<file path="config.mk">
export PLATFORM = sky130hd
export DESIGN_NAME = br_unit
export DESIGN_NICKNAME = d
export VERILOG_FILES = /design/src/rtl/br_unit_pkg.sv /design/src/rtl/br_unit_pipe_reg.sv /design/src/rtl/br_unit.sv
export SDC_FILE = /design/constraint.sdc
export NUM_CORES = 1
export LEC_CHECK = 0
export BUFFER_PORTS_ARGS = -buffer_cell sky130_fd_sc_hd__buf_2
export CAP_MARGIN = 20
export CORE_MARGIN = 3
export CORE_UTILIZATION = 50
export CTS_CLUSTER_SIZE = 16
export DETAILED_ROUTE_END_ITERATION = 8
export GPL_TIMING_DRIVEN = 1
export PLACE_DENSITY = 0.77
export SYNTH_ARGS = -nofsm -noshare
export SYNTH_HDL_FRONTEND = slang
export SYNTH_SLANG_ARGS = --single-unit
</file>
<file path="constraint.sdc">
create_clock -name clk -period 4.2 [get_ports clk]
set_clock_uncertainty 0.05 [all_clocks]
set_input_delay 0.84 -clock clk [delete_from_list [all_inputs] [get_ports clk]]
set_output_delay 0.84 -clock clk [all_outputs]
set_load 0.005 [all_outputs]
</file>
<file path="src/rtl/br_unit_pkg.sv">
// br_unit_pkg: shared types for the branch/PC-relative execution unit
package br_unit_pkg;
  localparam int XW = 32;
  typedef enum logic [2:0] {
    INSTR_NONE,
    INSTR_AUIPC,
    INSTR_JAL,
    INSTR_JALR,
    INSTR_BRANCH
  } instr_op_t;
  typedef enum logic [1:0] {
    EXC_NONE,
    EXC_ILLEGAL,
    EXC_MISALIGNED_FETCH
  } exc_cause_t;
  typedef struct packed {
    instr_op_t       op;
    logic [2:0]      funct3;
    logic [XW-1:0]   pc;
    logic [XW-1:0]   imm;
    logic [XW-1:0]   rs1_val;
    logic [XW-1:0]   rs2_val;
    logic [4:0]      rd_idx;
    logic            compressed;
    logic            pred_taken;
    logic [XW-1:0]   pred_target;
  } brx_decoded;
  typedef struct packed {
    logic [4:0]    rd_idx;
    logic [XW-1:0] rd_val;
    logic          rd_we;
    logic          br_valid;
    logic [XW-1:0] br_target;
    logic          mispredict;
    logic          exc_valid;
    exc_cause_t    exc_cause;
  } brx_result;
endpackage

</file>
<file path="src/rtl/br_unit_pipe_reg.sv">
// br_unit_pipe_reg: one valid/ready register slice with flush
module br_unit_pipe_reg #(
  parameter int W = 1
) (
  input  logic         clk,
  input  logic         rst,
  input  logic         flush,
  input  logic         in_valid,
  output logic         in_ready,
  input  logic [W-1:0] in_data,
  output logic         out_valid,
  input  logic         out_ready,
  output logic [W-1:0] out_data
);
  assign in_ready = !out_valid || out_ready;
  always_ff @(posedge clk) begin
    if (rst) begin
      out_valid <= 1'b0;
      out_data  <= '0;
    end else begin
      out_valid <= !flush && (in_ready ? in_valid : out_valid);
      if (in_ready && in_valid) out_data <= in_data;
    end
  end
endmodule

</file>
<file path="src/rtl/br_unit.sv">
// br_unit: resolves AUIPC/JAL/JALR/branches, checks prediction, pipelines result
module br_unit
  import br_unit_pkg::*;
#(
  parameter int XLEN   = XW,
  parameter int STAGES = 1,
  parameter int C_EXT  = 0
) (
  input  logic       clk,
  input  logic       rst,
  input  logic       flush,
  input  logic       decoded_valid,
  output logic       decoded_ready,
  input  brx_decoded decoded_data,
  output logic       result_valid,
  input  logic       result_ready,
  output brx_result  result
);
  localparam int W = $bits(brx_result);
  logic [XLEN-1:0] rs1, rs2, rel, jr_sum, tgt, link;
  logic [2:0] f3;
  logic is_auipc, is_jal, is_jalr, is_br, bad_f3, cond, taken, misal, illegal, exc;
  brx_result r;
  logic [W-1:0] pd [STAGES+1];
  logic [STAGES:0] pv, pr;
  assign rs1      = decoded_data.rs1_val;
  assign rs2      = decoded_data.rs2_val;
  assign f3       = decoded_data.funct3;
  assign is_auipc = decoded_data.op == INSTR_AUIPC;
  assign is_jal   = decoded_data.op == INSTR_JAL;
  assign is_jalr  = decoded_data.op == INSTR_JALR;
  assign is_br    = decoded_data.op == INSTR_BRANCH;
  assign rel      = decoded_data.pc + decoded_data.imm;
  assign jr_sum   = rs1 + decoded_data.imm;
  assign link     = decoded_data.pc + ((C_EXT != 0 && decoded_data.compressed) ? XLEN'(2) : XLEN'(4));
  assign tgt      = is_jalr ? (jr_sum & ~XLEN'(1)) : rel;
  // funct3[2:1] picks the comparison, funct3[0] inverts it
  assign bad_f3   = !f3[2] && f3[1];
  assign cond     = (f3[2] ? (f3[1] ? rs1 < rs2 : $signed(rs1) < $signed(rs2)) : rs1 == rs2) ^ f3[0];
  assign taken    = is_jal || is_jalr || (is_br && !bad_f3 && cond);
  assign misal    = taken && (C_EXT != 0 ? tgt[0] : tgt[1]);
  assign illegal  = !(is_auipc || is_jal || is_jalr || is_br) || (is_br && bad_f3);
  assign exc      = illegal || misal;
  always_comb begin
    r            = '0;
    r.rd_idx     = decoded_data.rd_idx;
    r.rd_val     = is_auipc ? rel : link;
    r.rd_we      = !exc && (is_auipc || ((is_jal || is_jalr) && decoded_data.rd_idx != '0));
    r.br_valid   = taken && !exc;
    r.br_target  = tgt;
    r.mispredict = !exc && ((taken != decoded_data.pred_taken) || (taken && tgt != decoded_data.pred_target));
    r.exc_valid  = exc;
    r.exc_cause  = illegal ? EXC_ILLEGAL : misal ? EXC_MISALIGNED_FETCH : EXC_NONE;
  end
  assign pv[0]         = decoded_valid;
  assign pd[0]         = r;
  assign pr[STAGES]    = result_ready;
  assign decoded_ready = pr[0];
  assign result_valid  = pv[STAGES];
  assign result        = brx_result'(pd[STAGES]);
  for (genvar i = 0; i < STAGES; i++) begin : g_stage
    br_unit_pipe_reg #(.W(W)) u_reg (
      .clk       (clk),
      .rst       (rst),
      .flush     (flush),
      .in_valid  (pv[i]),
      .in_ready  (pr[i]),
      .in_data   (pd[i]),
      .out_valid (pv[i+1]),
      .out_ready (pr[i+1]),
      .out_data  (pd[i+1])
    );
  end
endmodule

</file>
# --- After elaboration in Yosys (flattened, before gate mapping) ---
# Cells that the tools add are included.
word_totals:
  regBits: 76
  elab_cells: 51
op_classes:
  order_cmp: 2
  muxes: 7
  reduce_logical: 29
  n_addsub: 3
  bitwise_logic: 1
  n_eq_ne: 7
op_table:
  columns: ["op", "n"]
  rows:
  - ["adder 32 bit", 2]
  - ["< comparator 32 bit", 2]
  - ["2-to-1 mux 32 bit", 2]
  - ["adder 32 x 3 -> 32 bit (second input constant)", 1]
  - ["== test 32 bit", 1]
  - ["inequality test 32 bit", 1]
  - ["logical AND 1 bit", 12]
  - ["logical OR 1 bit", 10]
  - ["== test 3 x 2 -> 1 bit (second input constant)", 2]
  - ["zero test 1 bit", 6]
  - ["nonzero test 5 bit", 1]
  - ["2-to-1 mux 2 bit", 2]
  - ["== test 3 x 1 -> 1 bit (second input constant)", 1]
  - ["== test 3 bit (second input constant)", 1]
  - ["2-to-1 mux 1 bit", 3]
  - ["inequality test 1 bit", 1]
  - ["bitwise XOR 1 bit", 1]

# --- Depth between registers and ports, before layout ---
depth:
  word_depth: 10
  mapped_depth: 13

# --- Hierarchy ---
# A second synthesis with hierarchy kept.
unflattened:
  hier_cells: 1422
  area_unflattened_um2: 10402.5
by_module_without_submodules:
  columns: ["mod", "instances", "cells_per_inst", "seq_area_each_um2", "area_each_um2"]
  rows:
  - ["br_unit", 1, 1075, 0.0, 7130.6]
  - ["br_unit_pipe_reg", 1, 347, 1521.5, 3271.9]

# --- Worst setup path after synthesis ---
# No wires, ideal clock.
synth_path:
  path_kind: "input port to flip-flop"
  start: "input port decoded_data[106] (netlist name)"
  end: "register g_stage[0].u_reg.out_data[3]"
  path_slack_ps: 227
  n_path_buf: 0
  path_stages: 12
  arrival_ps: 3789
  setup_time_ps: 134
  path_cell_list: "ha_1 -> and2_1 -> a221oi_1 -> a2111oi_2 -> nor3_1 -> o21bai_2 -> xnor2_1 -> o32a_1 -> a2111oi_0 -> nand4_2 -> nor4_1 -> a211oi_1"
synth_via:
  elab_chain_len: 6
synth_rtl:
  columns: ["item", "line_no", "text"]
  rows:
  - ["start: declaration", "br_unit.sv:14", "input brx_decoded decoded_data,"]
  - ["adder 32 bit (on tied branches)", "br_unit.sv:33, br_unit.sv:34", null]
  - ["2-to-1 mux 32 bit *", "br_unit.sv:36", "assign tgt = is_jalr ? (jr_sum & ~XLEN'(1)) : rel;"]
  - ["inequality test 32 bit *", "br_unit.sv:51", "r.mispredict = !exc && ((taken != decoded_data.pred_taken) || (taken && tgt != decoded_data.pred_target));"]
  - ["logical AND 1 bit *", "br_unit.sv:51", null]
  - ["logical OR 1 bit *", "br_unit.sv:51", null]
  - ["logical AND 1 bit *", "br_unit.sv:51", null]
  - ["end signal: assignment", "br_unit_pipe_reg.sv:22", "if (in_ready && in_valid) out_data <= in_data;"]
  - ["end: declaration", "br_unit_pipe_reg.sv:13", "output logic [W-1:0] out_data"]
# Mark *: on every way between the ends. The rest lies on a longest branch, timed or not.
# A chain may end at the register's enable or synchronous reset.

# --- Final worst setup path ---
layout_path:
  start: "input port decoded_data[153] (netlist name)"
  end: "register g_stage[0].u_reg.out_data[3]"
layout_via:
  elab_chain_len: 6
layout_rtl:
  columns: ["item", "line_no", "text"]
  rows:
  - ["adder 32 bit", "br_unit.sv:33", "assign rel = decoded_data.pc + decoded_data.imm;"]
  - ["2-to-1 mux 32 bit", "br_unit.sv:36", null]
  - ["inequality test 32 bit", "br_unit.sv:51", null]
  - ["logical AND 1 bit", "br_unit.sv:51", null]
  - ["logical OR 1 bit", "br_unit.sv:51", null]
  - ["logical AND 1 bit", "br_unit.sv:51", null]
# Every way passes these cells.

==> impl_results.md <==
* Num rows at 49
* Routed WL per cell at 18.6 um
* Synth Flop Type: dfxtp_1
* Sw power at 1340 uW
* DRT iter0 DRCs at 804
* Critical Path AT at between 4 and 5 ns
* Dpl hpwl at just over 30000 um
* Post-place instance area at 12600 um2
* Worst slew pin tran at 0.856 ns
* H-tree Lvls at 3
* Slew HR at 0.430
* Clk buf depth at 2
* Post-synthesis async set-or-reset flop share at 0
* Core area at 18200 um2
* Root Buffer: clkbuf_16
* Sinks on Clock Net at 76
* CP required at 4.35 ns
* Crit path launch type: primary input
* DRT met1 WL at 14800 um
* Synth cell types at 78
* Status: complete, no violations
* Chip Width at 143 um
* Pwr/cell area at 266 nW/um2
* Internal at 2140 uW
* Part of the power in registers at 0.235
* Clock transition at path regs at 0.06 ns
* Routed WL at 37100 um
* Register Area at 1520 um2
* Area growth syn-to-layout at 38.9%
* Synth area leaders: dfxtp_1 (16%), ha_1 (12%), xnor2_1 (7.9%)
* Seq cells post-synth at 76
* HP Class: register to register
* Post-synth top area cell: dfxtp_1
* Met3 Routed Length at 2270 um
* Vias per cell at 5.90
* Die H at 143 um
* Final design utilization at 0.719
* Grt total ovfl at 0
* Commonest non-fill, non-tap cells in the layout: buf_4 (255), buf_2 (253), nand2_1 (163)
* Nets at between 2000 and 2500
* Number of global-route vias before repair at ~11000
* FILL cells at 1568
* Clk pwr share at 0.230
* Area of the multi-input gates at 7610 um2
* RSZ-0062 raised after global routing: no
* Wire length of the first global-routing pass at 56100 um
* Leak at approximately 0.0063 uW
* Final Critical Period at 4.03 ns
* N_diodes at 0
* Layout cells sized above 1 at 0.329
* Achievable Freq at 248 MHz
* Most common cell after layout, fill and taps aside: buf_4
* Maximum capacitance violations at 0
* Initial antenna violation count at 1
* Post-Syn Area per Cell at 7.15 um2
* Final hold vios at 0
* Cells after Synth at 1318
* Post-synth EDFFs at 0
* Placer congestion estimate at 0.962
* Switching Share at 0.385
* Final period util at 0.959
* Latest clock arrival within the worst-skew pair at 0.34 ns
* DRT Pass-1 Iters at 5
* I/O pin count at 255
* Setup Viol. Count Final at 0
* Net Count, Synth at 1592
* Largest net degree at the start of global routing at 73
* Mapped cell area at approximately 9400 um2
* Final Max Tran Viols at 0
* Crit path max fanout at 2
* Fin area at about 13000 um2
* Post-synthesis sequential area ratio at 0.161
* # DRC at 0
* I/O Buffers at 253
* VDD IR max at 0.000231 V
* Combinational group share of total power at 0.535
* Yosys top cell area share at 0.161
* Total number of vias at 11766
* Met2 Wirelength at around 18000 um
* Crit path kind: primary input to register
* CP endpoint kind: register
* Starting density of the core at 0.518
* TNS Setup at 0 ns
* Post-route ant nets at 0
* Total Routing Usage GR at 0.345
* CTS tree: built
* Max Used Layer: met5
* Syn. warnings at 0
* CTS Buf Count at 9
* Die ar. at 20500 um2
[flip-flops by register name (all words and copies together), names as in the netlist]
register and cells:
g_stage.u_reg.out_valid 1, g_stage.u_reg.out_data 75
[cell families (layout without fill, tap and decap cells)]
family,Yosys count,after routing,synth area share
compound gates,390,390,0.267
flops,76,76,0.161
fa+ha+maj,96,96,0.129
simple gates,488,488,0.250
mux,15,15,0.0163
buf+inv,127,574,0.0532
xor+xnor,126,126,0.123
[path summary, 6_finish.rpt]
path / slack [ns] / startpoint / end / cells past startpoint
max: 0.17 / decoded_data[153] / g_stage[0].u_reg.out_data[3] / 13
min: 0.40 / g_stage[0].u_reg.out_data[72] / g_stage[0].u_reg.out_data[72] / 2
max reg2reg: 1.34 / g_stage[0].u_reg.out_valid / g_stage[0].u_reg.out_data[3] / 11
min reg2reg: 0.40 / g_stage[0].u_reg.out_data[72] / g_stage[0].u_reg.out_data[72] / 2
[per-stage QoR]
stage	std cells	hold slack, ns	total power, uW	setup WS, ns
after floorplan	1318	0.398	1780	0.227
after global routing	1994	0.417	3680	0.0818
final	1994	0.400	3490	0.172
after detailed placement	1975	0.393	2620	-0.544
after global placement	1975	0.389	2590	-0.466
after CTS	1995	0.402	3420	0.0195
[critical path, cell delays in order]
cell,delay [ns]
buf_2,0.14
ha_1,0.29
and3_1,0.21
a221o_1,0.33
or3_1,0.39
or3_4,0.35
and3b_2,0.24
or3_4,0.34
a31o_4,0.28
xnor2_2,0.15
nand4b_1,0.19
nor4_4,0.35
a211oi_1,0.08
[what timing repair did]
action | in CTS | in global routing
endpoints found under the hold margin | 0 | 0
setup endpoints to repair | 1 | 1
pin swaps | 4 | 12
hold buffers | 0 | 0
gates cloned | 0 | 0
gates resized for setup | 7 | 33
buffers inserted | 4 | 0
[cell usage after synthesis, types with 7 or more instances]
library cell / n
nand2_1: 164
a21oi_1: 135
nor2_1: 114
ha_1: 94
xnor2_1: 85
dfxtp_1: 76
clkbuf_1: 63
o21ai_0: 61
inv_1: 50
nand3_1: 37
nor3_1: 37
xor2_1: 37
a211oi_1: 35
o211ai_1: 32
a21o_1: 24
nand4_1: 24
and3_1: 20
a31oi_1: 14
or3_1: 14
mux2i_1: 12
nor4_1: 11
and2_1: 9
nor2b_1: 9
a311oi_1: 8
buf_2: 8
o21a_1: 8
o21bai_1: 8
and4_1: 7
o21ai_1: 7
[metal layers]
metal,track usage,up-vias
met4,0.190,2
met1,0.416,5438
li1,-,5715
met5,0,-
met3,0.0416,120
met2,0.595,491
[power groups by stage]
stage | logic [uW] | clock network [uW] | registers [uW]
floorplan | 946 | 0 | 831
global placement | 1760 | 0 | 831
detailed placement | 1780 | 0 | 833
CTS | 1800 | 805 | 817
global route | 2020 | 836 | 823
finish | 1860 | 803 | 819
[layout make-up]
cell class,count,share of cell area
tap,229,0.0219
inverter,50,0.0143
clock inverter,6,0.00535
timing repair buffer,508,0.243
sequential,76,0.116
clock buffer,10,0.0183
multi-input combinational,1115,0.581
No activity file was read; power rests on OpenSTA's default activity.
